--- src/rtl/spi_sched_pkg.sv ---
// rtl/spi_sched_pkg.sv - shared types and constants for the SPI transaction scheduler
package spi_sched_pkg;

    localparam int BYTE_W = 8;
    localparam int HP_W = 5;

    // Half-period index 16 is the last falling edge; 17 is the HOLD half-period.
    localparam logic [HP_W-1:0] HP_LAST_FALL = 5'd16;
    localparam logic [HP_W-1:0] HP_HOLD = 5'd17;

    typedef enum logic [2:0] {IDLE, LOAD, SHIFT, HOLD, GAP} state_t;

    function automatic int div_cnt_w(input int div);
        return (div <= 2) ? 1 : $clog2(div);
    endfunction

endpackage

--- src/rtl/spi_byte_shift.sv ---
// rtl/spi_byte_shift.sv - sclk divider and 8-bit mode-0 shift register (LOAD, SHIFT, HOLD half-periods)
module spi_byte_shift
    import spi_sched_pkg::*;
#(
    parameter int CLK_DIV = 4
) (
    input  logic              clk,
    input  logic              rst,
    input  logic              start,
    input  logic [BYTE_W-1:0] tx_byte,
    input  logic              miso,
    output logic              sclk,
    output logic              mosi,
    output logic              hp_tick,
    output logic [HP_W-1:0]   hp,
    output logic              done,
    output logic [BYTE_W-1:0] rx_byte
);

    localparam int CW = div_cnt_w(CLK_DIV);

    logic              active;
    logic [CW-1:0]     div_cnt;
    logic [BYTE_W-1:0] shreg;
    logic [HP_W-1:0]   hp_next;

    assign hp_tick = active && (div_cnt == CW'(CLK_DIV - 1));
    assign hp_next = hp + 1'b1;
    assign done    = hp_tick && (hp == HP_HOLD);
    assign rx_byte = shreg;

    // One register serves both directions: MSB drives mosi, miso enters at the LSB.
    always_ff @(posedge clk) begin
        if (rst) begin
            active  <= 1'b0;
            div_cnt <= '0;
            hp      <= '0;
            shreg   <= '0;
            sclk    <= 1'b0;
            mosi    <= 1'b0;
        end else if (start) begin
            active  <= 1'b1;
            div_cnt <= '0;
            hp      <= '0;
            shreg   <= tx_byte;
            sclk    <= 1'b0;
            mosi    <= tx_byte[BYTE_W-1];
        end else if (hp_tick) begin
            div_cnt <= '0;
            if (hp == HP_HOLD) begin
                active <= 1'b0;
                hp     <= '0;
            end else begin
                hp <= hp_next;
                if (hp_next <= HP_LAST_FALL) begin
                    if (hp_next[0]) begin
                        sclk  <= 1'b1;
                        shreg <= {shreg[BYTE_W-2:0], miso};
                    end else begin
                        sclk <= 1'b0;
                        mosi <= (hp_next == HP_LAST_FALL) ? 1'b0 : shreg[BYTE_W-1];
                    end
                end
            end
        end else if (active) begin
            div_cnt <= div_cnt + 1'b1;
        end
    end

endmodule

--- src/rtl/spi_txn_scheduler.sv ---
// rtl/spi_txn_scheduler.sv - arbitrates requesters onto one SPI bus; SPI_SCHED_RR_EN selects round-robin
module spi_txn_scheduler
    import spi_sched_pkg::*;
#(
    parameter int NREQ    = 4,
    parameter int CLK_DIV = 4
) (
    input  logic                   clk,
    input  logic                   rst,
    input  logic [NREQ-1:0]        req,
    input  logic [BYTE_W*NREQ-1:0] tx_data,
    output logic [NREQ-1:0]        gnt,
    output logic [NREQ-1:0]        done,
    output logic [BYTE_W-1:0]      rx_data,
    output logic                   busy,
    output logic                   sclk,
    output logic                   mosi,
    input  logic                   miso,
    output logic [NREQ-1:0]        cs_n
);

    localparam int IDX_W = $clog2(NREQ);
    localparam int CW = div_cnt_w(CLK_DIV);

    state_t            state;
    logic [IDX_W-1:0]  owner;
    logic [IDX_W-1:0]  win;
    logic [NREQ-1:0]   win_oh;
    logic [CW-1:0]     gap_cnt;
    logic              gap_last;
    logic              start;
    logic              hp_tick;
    logic              sh_done;
    logic [HP_W-1:0]   hp;
    logic [BYTE_W-1:0] rx_byte;

`ifdef SPI_SCHED_RR_EN
    logic [IDX_W-1:0] ptr;

    always_comb begin
        int idx;
        idx = 0;
        win = '0;
        for (int i = NREQ - 1; i >= 0; i--) begin
            idx = int'(ptr) + i;
            if (idx >= NREQ) idx = idx - NREQ;
            if (req[idx]) win = IDX_W'(idx);
        end
    end
`else
    always_comb begin
        win = '0;
        for (int i = NREQ - 1; i >= 0; i--) begin
            if (req[i]) win = IDX_W'(i);
        end
    end
`endif

    assign win_oh   = NREQ'(1) << win;
    assign gap_last = (gap_cnt == CW'(CLK_DIV - 1));
    // The last GAP cycle doubles as an IDLE cycle so back-to-back grants lose no time.
    assign start    = (|req) && ((state == IDLE) || ((state == GAP) && gap_last));

    spi_byte_shift #(.CLK_DIV(CLK_DIV)) u_shift (
        .clk     (clk),
        .rst     (rst),
        .start   (start),
        .tx_byte (tx_data[BYTE_W*win +: BYTE_W]),
        .miso    (miso),
        .sclk    (sclk),
        .mosi    (mosi),
        .hp_tick (hp_tick),
        .hp      (hp),
        .done    (sh_done),
        .rx_byte (rx_byte)
    );

    always_ff @(posedge clk) begin
        if (rst) begin
            state   <= IDLE;
            owner   <= '0;
            gap_cnt <= '0;
            cs_n    <= '1;
            gnt     <= '0;
            done    <= '0;
            rx_data <= '0;
            busy    <= 1'b0;
`ifdef SPI_SCHED_RR_EN
            ptr     <= '0;
`endif
        end else begin
            gnt  <= '0;
            done <= '0;
            case (state)
                IDLE:  ;
                LOAD:  if (hp_tick) state <= SHIFT;
                SHIFT: if (hp_tick && (hp == HP_LAST_FALL)) state <= HOLD;
                HOLD: begin
                    if (sh_done) begin
                        state       <= GAP;
                        cs_n        <= '1;
                        done[owner] <= 1'b1;
                        rx_data     <= rx_byte;
                        gap_cnt     <= '0;
                    end
                end
                GAP: begin
                    if (gap_last) begin
                        state <= IDLE;
                        busy  <= 1'b0;
                    end else begin
                        gap_cnt <= gap_cnt + 1'b1;
                    end
                end
                default: state <= IDLE;
            endcase
            if (start) begin
                state <= LOAD;
                owner <= win;
                gnt   <= win_oh;
                cs_n  <= ~win_oh;
                busy  <= 1'b1;
`ifdef SPI_SCHED_RR_EN
                ptr   <= (win == IDX_W'(NREQ - 1)) ? '0 : win + 1'b1;
`endif
            end
        end
    end

endmodule

--- config.mk ---
export PLATFORM = sky130hd
export DESIGN_NAME = spi_txn_scheduler
export DESIGN_NICKNAME = d
export VERILOG_FILES = /design/src/rtl/spi_sched_pkg.sv /design/src/rtl/spi_byte_shift.sv /design/src/rtl/spi_txn_scheduler.sv
export SDC_FILE = /design/constraint.sdc
export NUM_CORES = 1
export LEC_CHECK = 0
export BUFFER_PORTS_ARGS = -buffer_cell sky130_fd_sc_hd__buf_2
export CORE_MARGIN = 4
export CORE_UTILIZATION = 40
export DETAILED_ROUTE_END_ITERATION = 8
export HOLD_SLACK_MARGIN = 0.08
export PLACE_DENSITY = 0.68
export SLEW_MARGIN = 20
export SYNTH_ARGS = -nofsm -noshare
export SYNTH_HDL_FRONTEND = slang
export SYNTH_HIERARCHICAL = 1
export SYNTH_SLANG_ARGS = --single-unit
--- constraint.sdc ---
create_clock -name clk -period 3 [get_ports clk]
set_input_delay 0.15 -clock clk [delete_from_list [all_inputs] [get_ports clk]]
set_output_delay 0.15 -clock clk [all_outputs]
set_load 0.05 [all_outputs]
## Word-level counts from Yosys, hierarchy flattened

Index checks and enable logic that the tools add are counted.

| storage, ports and cells | value |
|---|---|
| register bits after elaboration | 46 |
| word-level logic and storage cells | 119 |
| output and inout bits | 23 |
| input bits | 39 |

| cells by class | value |
|---|---|
| reductions and logical operators | 32 |
| muxes and demuxes | 37 |
| add/sub/neg operators | 3 |
| bitwise logic cells | 6 |
| equal/unequal tests | 21 |
| $lt $le $gt $ge | 3 |
| shifts and indexed selects | 2 |

Operator list:

| kind | count |
|---|---|
| $mux 8 | 5 |
| $shiftx 32x6->8 | 1 |
| $reduce_bool 2->1 | 9 |
| $ne 2x2->1 const B | 8 |
| $eq 5x5->1 const B | 3 |
| $mux 1 | 15 |
| $pmux 3 s5 | 1 |
| $mux 2 | 6 |
| $mux 3 | 4 |
| $mux 4 | 3 |
| $ne 3x3->1 const B | 4 |
| $reduce_and 5->1 | 2 |
| $reduce_and 2->1 | 4 |
| $reduce_and 4->1 | 2 |
| $eq 3x2->1 const B | 2 |
| $logic_and 1x1->1 | 6 |
| $reduce_and 3->1 | 2 |
| $reduce_or 3->1 | 2 |
| $add 5x1->5 const B | 1 |
| $le 5x5->1 const B | 1 |
| $mux 5 | 1 |
| $not 1->1 | 5 |
| $add 2x1->2 const B | 2 |
| $eq 2x2->1 const B | 2 |
| other kinds (12) | 13 |

## Logic depth before layout (Yosys ltp)

Gate-level depths: netlist of run 1.

| logic depth | value |
|---|---|
| depth after elaboration | 8 |
| gate-level depth with buffers | 9 |
| depth with buffers taken out | 9 |

## Hierarchy

Netlist of run 1, hierarchy kept.

Modules (own cells, without submodules):

| module | instances | cells each | sequential area each (sq um) | area each (sq um) |
|---|---|---|---|---|
| spi_txn_scheduler | 1 | 162 | 560.5 | 1,350.0 |
| spi_byte_shift | 1 | 111 | 360.3 | 975.9 |

## Least setup slack after synthesis of run 1

No wires, ideal clock.

| path | value |
|---|---|
| path type | flip-flop to flip-flop |
| start | register u_shift.hp[0] |
| end | register u_shift.shreg[5], in the netlist u_shift/rx_byte[5] |
| path buffers | 1 |
| data required time | 2,897 ps |
| data arrival time | 1,819 ps |
| setup slack | 1,078 ps |
| stages on the path, launching flop included | 7 |
| clock period less this slack | 1,922 ps |
| setup time | 103 ps |
| cells stage by stage | dfxtp_1 > ha_1 > nand2_2 > a2111oi_4 > buf_6 > nor3_2 > a2111oi_2 |

| on the way | value |
|---|---|
| cells in the longest elaborated chain, start to end | 4 |
| elaborated cells between the ends (all ways) | 7 |
| classes of those cells | 1 x add/sub; 1 x order compare; 2 x eq/ne; 3 x reduce/logical |

RTL lines:

| item | RTL line | source |
|---|---|---|
| from (decl) | spi_byte_shift.sv:15 | `output logic [HP_W-1:0] hp,` |
| from (signal assigned) | spi_byte_shift.sv:54 | `hp <= hp_next;` |
| $add 5x1->5 | spi_byte_shift.sv:28 | `assign hp_next = hp + 1'b1;` |
| $le 5x5->1 | spi_byte_shift.sv:55 | `if (hp_next <= HP_LAST_FALL) begin` |
| $reduce_bool 2->1 (no source line) | -- |  |
| $reduce_and 4->1 (no source line) (*) | -- |  |
| to (signal assigned) | spi_byte_shift.sv:45 | `shreg <= tx_byte;` |
| to (signal assigned) | spi_byte_shift.sv:58 | `shreg <= {shreg[BYTE_W-2:0], miso};` |
| to (decl) | spi_byte_shift.sv:24 | `logic [BYTE_W-1:0] shreg;` |

Mark *: on every way between the ends. The rest lies on a longest branch, timed or not.
A chain may end at the register's enable or synchronous reset.

## Final worst setup path of run 1

| path | value |
|---|---|
| start | register u_shift.hp[0] |
| end | register gap_cnt[1] |

| on the way | value |
|---|---|
| cells in the longest elaborated chain, start to end | 4 |

RTL lines:

| item | RTL line | source |
|---|---|---|
| $eq 5x5->1 | spi_byte_shift.sv:29 | `assign done = hp_tick && (hp == HP_HOLD);` |
| $logic_and 1x1->1 | spi_byte_shift.sv:29 |  |
| net sh_done | spi_txn_scheduler.sv:33 | `logic sh_done;` |
| $ne 2x2->1 (no source line) | -- |  |
| $reduce_and 3->1 (no source line) | -- |  |
| to (signal assigned) | spi_txn_scheduler.sv:112 | `gap_cnt <= gap_cnt + 1'b1;` |
| to (decl) | spi_txn_scheduler.sv:29 | `logic [CW-1:0] gap_cnt;` |

The timed path passes the listed nets, and every way through them passes these cells.

==> run_results.csv, run 1 <==
group,metric,value,unit
timing,slew_violations,0,
worst_hold_path,hold_class,"primary input to flop",
placed_design,gp_congestion,0.858,
timing,rsz0062_at_grt,"no",
critical_path,r2r_slack,0.76,ns
layout,fillCellCount,546,
layout,layout-drive-gt1-share,0.285,
die,dieArea,0.00710,mm²
timing,final-setup-viol-count,0,
layout,fin_util,0.496,
job,drv_cap,0,
logic_synthesis,ys_async_sr_fraction,0,
die,ios,62,
run_status,outcome,"completed",
critical_path,cpMostUsedCell,"nor2_1",
detailed_routing,antenna_left,0,
power,irDropWorstVdd,0.000210,V
timing,timing.final.crit_share,0.747,
logic_synthesis,yosys_most_used_dff,"dfxtp_1",
timing,fin_crit,2.24,ns
logic_synthesis,netlist_instances,273,
detailed_routing,drc_errors,0,
die,initial_core_util,0.417,
clock_tree,postCtsSetupBuffers,0,
clock_tree,clock_sinks,46,
critical_path,slowest_delay,0.56,ns
die,rows,27,
power,p_per_area,451,mW/mm²
critical_path,required,3.18,ns
detailed_routing,vias,2116,
detailed_routing,wl_per_cell,13.0,µm
timing,relSlewSlack,0.645,
critical_path,crit_chain,"ha_1 > nand4bb_1 > nor2_1 > and4b_1 > nor2_1 > a22oi_1 > nor2_1",
logic_synthesis,avgSynthCellArea,8.52,µm²
die,die_h,84.3,µm
logic_synthesis,ys_types,55,
critical_path,crit_fanout,14,
global_route,grt_pass1_vias,1921,
detailed_routing,first_pass_iters,4,
global_route,grt_antenna_before_repair,0,
power,power.leakage,1.09,nW
logic_synthesis,yosys_warnings,6,
layout,diodes,0,
logic_synthesis,synth-seq-cells,46,
logic_synthesis,yosys-top-cells-count,"dfxtp_1 (46), nand2_1 (37), a21oi_1 (25)",
critical_path,crit-reg2reg-launch,"u_shift/hp[0]$_SDFFE_PP0P_",
clock_tree,clock_path_buffers,2,
critical_path,reg2reg_depth,7,
worst_hold_path,hold_depth,2,
critical_path,startpoint,"u_shift/hp[0]$_SDFFE_PP0P_",
timing,fmax,0.446,GHz
logic_synthesis,synth_top_area_share,0.396,
timing,tightest_slew,0.526,ns
critical_path,cp_slowest_cell,"and4b_1",
clock_tree,cts_tree,"yes",
critical_path,worst_setup_path_start_kind,"flop",
layout,nets,368,
logic_synthesis,synth-edff-count,0,
critical_path,critPathKind,"flop to flop",
logic_synthesis,synth.largest_area_cell,"dfxtp_1",
clock_tree,htree_levels,2,
clock_tree,clk_latency,0.29,ns
die,die_w,84.3,µm
clock_tree,post_cts_resized,0,
global_route,grt_max_degree,40,
detailed_routing,drt-vias-per-instance,5.32,
global_route,grt_overflow,0,
timing,timing.hold.ws,0.147,ns
critical_path,end_kind,"flop",
critical_path,cp.arrival,2.42,ns
global_route,grt_pass1_wl,8760,µm
logic_synthesis,synth_most_common_cell,"dfxtp_1",
timing,hold_viol,0,
critical_path,crit_end,"gap_cnt[1]$_SDFFE_PP0P_",
clock_tree,cts_made_buffers,5,
die,core_area,0.00557,mm²
clock_tree,clkTransAtPathRegs,0.09,ns
logic_synthesis,syn_nets,316,
placed_design,portBuffers,61,
global_route,grt.total_usage,0.145,
detailed_routing,first_iter_violations,74,
logic_synthesis,syn_area,0.00233,mm²
layout,area_growth,18.8,%
placed_design,hpwl,3870,µm
clock_tree,cts-root-buf,"clkbuf_8",
clock_tree,cts_hold_buf,0,
critical_path,r2r_end,"gap_cnt[1]$_SDFFE_PP0P_",
detailed_routing,wl,5160,µm
timing,setup_tns,0,ns
timing,fin_skew,0.00664,ns
logic_synthesis,synth.area.top_cells,"dfxtp_1 (40%), nand2_1 (6.0%), a21oi_1 (5.4%)",
logic_synthesis,ys_seq_area_frac,0.396,
==> logic make-up (layout without fill, tap and decap cells) <==
group	after synthesis	after routing	synth area share
compound gates	62	62	0.197
xor+xnor	2	2	0.00753
buf+inv	23	76	0.0425
flops	46	46	0.396
mux	3	3	0.0129
fa+ha+maj	4	4	0.0215
simple gates	133	133	0.323
==> placed cells by master (no fill, tap or decap), types with 2 or more instances in the layout <==
| cell type | instances |
|---|---|
| and4b_1 | 2 |
| nor4_1 | 3 |
| inv_1 | 3 |
| a221o_1 | 8 |
| nor3_2 | 3 |
| a2111oi_2 | 3 |
| and2_1 | 2 |
| nor2_1 | 23 |
| a22oi_1 | 2 |
| nand2_2 | 2 |
| a2111oi_0 | 4 |
| dfxtp_1 | 46 |
| nand3b_1 | 9 |
| clkbuf_8 | 7 |
| nor3_1 | 13 |
| buf_2 | 61 |
| nor2b_1 | 10 |
| o22ai_1 | 2 |
| ha_1 | 4 |
| a31oi_1 | 2 |
| xnor2_1 | 2 |
| a21o_1 | 2 |
| nand2_1 | 37 |
| buf_4 | 2 |
| nor4b_1 | 4 |
| nand4b_1 | 3 |
| o21ai_0 | 5 |
| or2_2 | 2 |
| mux2i_1 | 3 |
| nor3b_1 | 3 |
| or3_1 | 2 |
| nand3_1 | 3 |
| a21oi_1 | 25 |
| o21bai_1 | 2 |
==> critical path: cells and delay by family, from the launching register on <==
family          cells  cell delay [ns]
simple gates        5             1.22
flops               1             0.52
fa+ha+maj           1             0.20
compound gates      1             0.17
==> sequential cells by signal, summed over array words and instances, names as in the netlist <==
name / count
owner: 2
rx_data: 8
u_shift/sclk: 1
cs_n: 4
done: 4
busy: 1
state: 3
u_shift/rx_byte: 8
gap_cnt: 2
u_shift/div_cnt: 2
u_shift/mosi: 1
u_shift/hp: 5
gnt: 4
u_shift/active: 1
==> how the worst min path moves through the flow <==
stage	startpoint	endpoint	slack [ns]
after floorplan	rst	u_shift/rx_byte[0]$_SDFFE_PP0P_	0.23
after global placement	rx_data[3]$_SDFFE_PP0P_	rx_data[3]$_SDFFE_PP0P_	0.45
after detailed placement	rx_data[2]$_SDFFE_PP0P_	rx_data[2]$_SDFFE_PP0P_	0.45
after CTS	req[2]	gnt[2]$_SDFF_PP0_	0.14
after global routing	req[2]	gnt[2]$_SDFF_PP0_	0.14
final	req[2]	gnt[2]$_SDFF_PP0_	0.15
==> through the flow <==
| step | setup WS (ns) | total power, mW | area [µm²] | cells |
|---|---|---|---|---|
| after floorplan | 1.08 | 0.794 | 2330 | 273 |
| after global placement | 0.860 | 0.846 | 2660 | 390 |
| after detailed placement | 0.761 | 0.847 | 2660 | 390 |
| after CTS | 0.747 | 1.26 | 2760 | 398 |
| after global routing | 0.529 | 1.31 | 2760 | 398 |
| final | 0.758 | 1.25 | 2760 | 398 |
==> routing by layer <==
layer	GRT usage	vias up	wire length [µm]
li1	-	1092	-
met1	0.188	948	2430
met2	0.242	72	2320
met3	0.0383	4	364
met4	0.0351	0	50
met5	0	-	0
==> power breakdown <==
group / switching, mW / leakage, nW / internal [mW]
logic: 0.105 / 0.660 / 0.0744
registers: 0.0199 / 0.375 / 0.634
clock network: 0.202 / 0.0544 / 0.211
==> layout make-up <==
class / instances / area, µm² / area share
clock inverters: 1 / 8.76 / 0.00317
flip-flops and latches: 46 / 921 / 0.333
repair buffers: 63 / 320 / 0.116
clock buffers: 7 / 96.3 / 0.0349
inverters: 5 / 21.3 / 0.00770
well taps: 72 / 90.1 / 0.0326
multi-input cells: 204 / 1310 / 0.473
Power figures use the tool's default switching activity.
==> run 2: changes to the inputs <==
ABC_AREA = 1   (was unset)
PLACE_DENSITY = 0.71   (was 0.68)
clock period = 1.85 ns   (was 3 ns; I/O delays follow)
==> run_results.csv, run 2 <==
group,metric,value,unit
detailed_routing,wl,5410,µm
timing,fmax,0.595,GHz
timing,final-setup-viol-count,0,
critical_path,required,2.05,ns
clock_tree,clkTransAtPathRegs,0.08,ns
layout,area_growth,21.5,%
clock_tree,cts-root-buf,"clkbuf_8",
detailed_routing,vias,2315,
detailed_routing,antenna_left,0,
logic_synthesis,syn_nets,384,
clock_tree,htree_levels,2,
run_status,outcome,"completed",
critical_path,critPathKind,"flop to flop",
critical_path,startpoint,"state[0]$_SDFFE_PP0P_",
die,dieArea,0.00725,mm²
clock_tree,cts_made_buffers,5,
critical_path,reg2reg_depth,11,
clock_tree,cts_tree,"yes",
placed_design,gp_congestion,0.832,
logic_synthesis,synth-seq-cells,46,
die,core_area,0.00564,mm²
critical_path,crit_chain,"nor2_2 > o21ai_2 > inv_2 > nand2_4 > inv_1 > clkinv_1 > buf_4 > o21ai_0 > nand2_1 > nand2_1 > nor2_1",
critical_path,worst_setup_path_start_kind,"flop",
global_route,grt_overflow,0,
timing,hold_viol,0,
layout,fillCellCount,574,
global_route,grt_antenna_before_repair,0,
timing,fin_crit,1.68,ns
logic_synthesis,synth.area.top_cells,"dfxtp_1 (39%), nand2_1 (16%), inv_1 (6.8%)",
critical_path,cp.arrival,1.88,ns
layout,layout-drive-gt1-share,0.275,
logic_synthesis,synth_most_common_cell,"nand2_1",
critical_path,crit-reg2reg-launch,"state[0]$_SDFFE_PP0P_",
critical_path,end_kind,"flop",
detailed_routing,first_pass_iters,5,
worst_hold_path,hold_class,"primary input to flop",
placed_design,preCtsSetupSlack,0.161,ns
logic_synthesis,ys_types,32,
logic_synthesis,synth.largest_area_cell,"dfxtp_1",
die,die_h,85.2,µm
power,irDropWorstVdd,0.000300,V
layout,nets,453,
detailed_routing,wl_per_cell,11.2,µm
detailed_routing,first_iter_violations,67,
logic_synthesis,synth_top_area_share,0.387,
global_route,grt_pass1_vias,2111,
placed_design,hpwl,4380,µm
logic_synthesis,yosys_warnings,6,
timing,rsz0062_at_grt,"no",
timing,relSlewSlack,0.724,
critical_path,r2r_end,"u_shift/rx_byte[3]$_SDFFE_PP0P_",
critical_path,crit_fanout,9,
clock_tree,clk_latency,0.30,ns
clock_tree,clock_sinks,46,
layout,mostFrequentLayoutCell,"nand2_1",
global_route,grt_max_degree,19,
logic_synthesis,ys_async_sr_fraction,0,
die,initial_core_util,0.422,
critical_path,slowest_delay,0.38,ns
power,power.leakage,1.41,nW
clock_tree,clock_path_buffers,2,
timing,timing.final.crit_share,0.909,
layout,most-common-layout-cells,"nand2_1 (101), buf_2 (61), dfxtp_1 (45)",
logic_synthesis,netlist_instances,341,
critical_path,cp_slowest_cell,"dfxtp_1",
die,die_w,85.2,µm
layout,diodes,0,
global_route,grt.total_usage,0.152,
detailed_routing,drt-vias-per-instance,4.79,
die,rows,27,
timing,setup_ws,0.168,ns
timing,slew_violations,0,
logic_synthesis,yosys_most_used_dff,"dfxtp_1",
global_route,grt_pass1_wl,9020,µm
logic_synthesis,ys_seq_area_frac,0.387,
logic_synthesis,yosys-top-cells-count,"nand2_1 (101), dfxtp_1 (46), inv_1 (43)",
logic_synthesis,syn_area,0.00238,mm²
power,p_per_area,809,mW/mm²
die,ios,62,
timing,fin_skew,0.00382,ns
job,drv_cap,0,
timing,tightest_slew,0.414,ns
critical_path,cpMostUsedCell,"nand2_1",
critical_path,crit_end,"u_shift/rx_byte[3]$_SDFFE_PP0P_",
layout,fin_util,0.513,
logic_synthesis,avgSynthCellArea,6.99,µm²
timing,setup_tns,0,ns
logic_synthesis,synth-edff-count,0,
detailed_routing,drc_errors,0,
placed_design,portBuffers,61,
critical_path,r2r_slack,0.17,ns
run 2: cell count changes in the layout (fill, tap and decap cells not counted), moves of 9 or more:
cell      change
nand3_1      +11
a21oi_1      -10
inv_1        +40
nand2_1      +64
nand3b_1      -9
nor2_1       +10
nor2b_1      -10
nand4_1      +13
run 2: how the worst min path moves through the flow:
stage | from | slack [ns] | endpoint | cells after the start
after floorplan | rst | 0.16 | busy$_SDFFE_PP0P_ | 1
after global placement | miso | 0.35 | u_shift/rx_byte[0]$_SDFFE_PP0P_ | 3
after detailed placement | miso | 0.36 | u_shift/rx_byte[0]$_SDFFE_PP0P_ | 3
after CTS | req[0] | 0.13 | owner[0]$_SDFFE_PP0P_ | 4
after global routing | req[0] | 0.16 | owner[0]$_SDFFE_PP0P_ | 4
final | req[0] | 0.14 | owner[0]$_SDFFE_PP0P_ | 4
run 2: area by class of cell:
cell class	count	area [µm²]	share of cell area
Multi-Input combinational cell	241	1230	0.425
Sequential cell	46	922	0.319
Timing Repair Buffer	67	353	0.122
Inverter	49	189	0.0653
Tap cell	72	90.1	0.0311
Clock buffer	5	68.8	0.0238
Clock inverter	3	40.0	0.0138
run 2: stage by stage:
step	std cells	power, mW	hold slack (ns)	area [µm²]
floorplan	341	1.49	0.162	2380
global placement	474	1.62	0.348	2770
detailed placement	474	1.63	0.355	2770
CTS	483	2.37	0.127	2890
global route	483	2.47	0.162	2890
finish	483	2.34	0.138	2890
run 2: cell families after synthesis:
group	Yosys count	synth area share
compound gates	40	0.0998
xor+xnor	2	0.00735
fa+ha+maj	4	0.0210
buf+inv	54	0.0966
flops	46	0.387
mux	1	0.00420
simple gates	194	0.384
run 2: per-layer routing:
| layer | GRT usage | vias to the layer above | part of all wire |
|---|---|---|---|
| met5 | 0 | - | 0 |
| li1 | - | 1214 | - |
| met4 | 0.0633 | 0 | 0.014 |
| met2 | 0.267 | 52 | 0.49 |
| met1 | 0.185 | 1044 | 0.45 |
| met3 | 0.0184 | 5 | 0.042 |
run 2: critical path: cells and delay by family (launching register included):
kind            cells  cell delay (ns)
compound gates      2             0.23
simple gates        5             0.44
flops               1             0.38
buf+inv             4             0.53
run 2: repair_timing:
action                     4_1_cts  5_1_grt
gates resized for setup          0        1
setup buffers                    0        0
hold buffers                     1        0
setup endpoints to repair        0        5
hold endpoints to repair         1        0
run 2: report_power, final:
group | leakage (nW) | internal (mW) | total, mW | switching (mW)
logic | 0.973 | 0.187 | 0.513 | 0.326
clock network | 0.0579 | 0.398 | 0.736 | 0.338
registers | 0.376 | 1.05 | 1.09 | 0.0420
==> run 3: changes to the inputs <==
ABC_CLOCK_PERIOD_IN_PS = 1850   (was unset)
CORE_ASPECT_RATIO = 2   (was unset)
==> run_results.csv, run 3 (synthesis results as in run 2) <==
group,metric,value,unit
die,rows,39,
timing,setup_tns,0,ns
power,total_power,2.65,mW
clock_tree,postCtsSetupBuffers,0,
timing,fin_crit,1.67,ns
die,dieArea,0.00733,mm²
clock_tree,clk_latency,0.29,ns
run_status,outcome,"completed",
detailed_routing,drt-vias-per-instance,4.85,
global_route,grt_pass1_vias,2256,
layout,fillCellCount,632,
global_route,grt.total_usage,0.161,
die,die_w,62.6,µm
critical_path,path_buf_inv,3,
detailed_routing,antenna_left,0,
clock_tree,clock_sinks,46,
detailed_routing,vias,2284,
critical_path,path_depth,9,
critical_path,worst_setup_path_start_kind,"flop",
layout,fin_cells,471,
clock_tree,cts_tree,"yes",
job,drv_cap,0,
timing,setup_ws,0.184,ns
die,die_h,117,µm
die,initial_core_util,0.414,
placed_design,preCtsSetupSlack,0.130,ns
critical_path,slowest_delay,0.33,ns
critical_path,critPathKind,"flop to flop",
power,p_per_area,894,mW/mm²
detailed_routing,wl,5510,µm
critical_path,crit_fanout,16,
global_route,grt_pass1_wl,9430,µm
critical_path,cp_slowest_cell,"dfxtp_1",
layout,most-common-layout-cells,"nand2_1 (101), buf_2 (61), inv_1 (43), dfxtp_1 (43), nor2_1 (32)",
timing,relSlewSlack,0.697,
timing,fmax,0.600,GHz
detailed_routing,first_iter_violations,67,
global_route,grt_antenna_before_repair,0,
worst_hold_path,hold_class,"primary input to flop",
timing,timing.final.crit_share,0.900,
critical_path,crit_chain,"ha_1 > o21ai_2 > inv_2 > nand2_4 > inv_1 > buf_12 > nor2_2 > nand2_1 > o22ai_1",
critical_path,end_kind,"flop",
critical_path,r2r_slack,0.18,ns
critical_path,cp.arrival,1.88,ns
clock_tree,clkTransAtPathRegs,0.06,ns
detailed_routing,wl_per_cell,11.7,µm
critical_path,required,2.06,ns
worst_hold_path,hold_depth,4,
placed_design,hpwl,4400,µm
global_route,grt_max_degree,19,
global_route,grt_overflow,0,
detailed_routing,drc_errors,0,
layout,layout-drive-gt1-share,0.278,
timing,tightest_slew,0.455,ns
layout,nets,452,
power,power.leakage,1.43,nW
placed_design,gp_congestion,0.767,
timing,rsz0062_at_grt,"no",
timing,slew_violations,0,
clock_tree,htree_levels,2,
placed_design,portBuffers,61,
layout,diodes,0,
timing,final-setup-viol-count,0,
critical_path,reg2reg_depth,9,
critical_path,crit_family,"simple AND/OR/NAND/NOR gates",
timing,fin_skew,0.00527,ns
placed_design,dp_cells,462,
clock_tree,clock_path_buffers,2,
power,irDropWorstVdd,0.000762,V
layout,mostFrequentLayoutCell,"nand2_1",
detailed_routing,first_pass_iters,6,
die,ios,62,
timing,hold_viol,0,
die,core_area,0.00576,mm²
clock_tree,cts-root-buf,"clkbuf_16",
clock_tree,cts_made_buffers,5,
layout,area_growth,24.3,%
## run 3: worst paths after layout
kind | startpoint | end
worst max-delay path | gap_cnt[0]$_SDFFE_PP0P_ | u_shift/hp[3]$_SDFFE_PP0P_
worst min-delay path | req[0] | owner[0]$_SDFFE_PP0P_
worst max register to register | gap_cnt[0]$_SDFFE_PP0P_ | u_shift/hp[3]$_SDFFE_PP0P_
worst min register to register | owner[1]$_SDFFE_PP0P_ | done[0]$_SDFF_PP0_
## run 3: layout make-up
cell class | instances | area (µm²) | area share
multi-input cells | 241 | 1230 | 0.417
flip-flops and latches | 46 | 925 | 0.312
repair buffers | 66 | 370 | 0.125
inverters | 49 | 189 | 0.0638
clock buffers | 6 | 129 | 0.0435
well taps | 61 | 76.3 | 0.0258
clock inverters | 2 | 37.5 | 0.0127
## run 3: what timing repair did
action,4_1_cts,5_1_grt
hold endpoints to repair,1,0
endpoints found under the setup margin,0,9
resized for setup,0,4
hold buffers,1,0
## run 3: through the flow
step / area [µm²] / utilization / hold slack (ns)
finish: 2960 / 0.514 / 0.158
global route: 2960 / 0.514 / 0.210
CTS: 2950 / 0.513 / 0.167
detailed placement: 2780 / 0.482 / 0.343
global placement: 2780 / 0.482 / 0.333
floorplan: 2380 / - / 0.162
## run 3: power by group
part | switching (mW) | internal [mW] | total (mW)
logic | 0.334 | 0.204 | 0.538
clock network | 0.378 | 0.638 | 1.02
registers | 0.0409 | 1.05 | 1.09
## run 3: worst register-to-register path, delay by kind of cell (launching register included)
kind | cells | cell delay [ns]
flops | 1 | 0.33
compound gates | 2 | 0.33
buf+inv | 3 | 0.30
fa+ha+maj | 1 | 0.23
simple gates | 3 | 0.40
## run 3: metal layers
metal	wire length (µm)	vias up	track usage
met5	0	-	0
met4	102	0	0.0767
met3	253	7	0.0344
met2	3090	47	0.319
met1	2060	1019	0.155
li1	-	1211	-
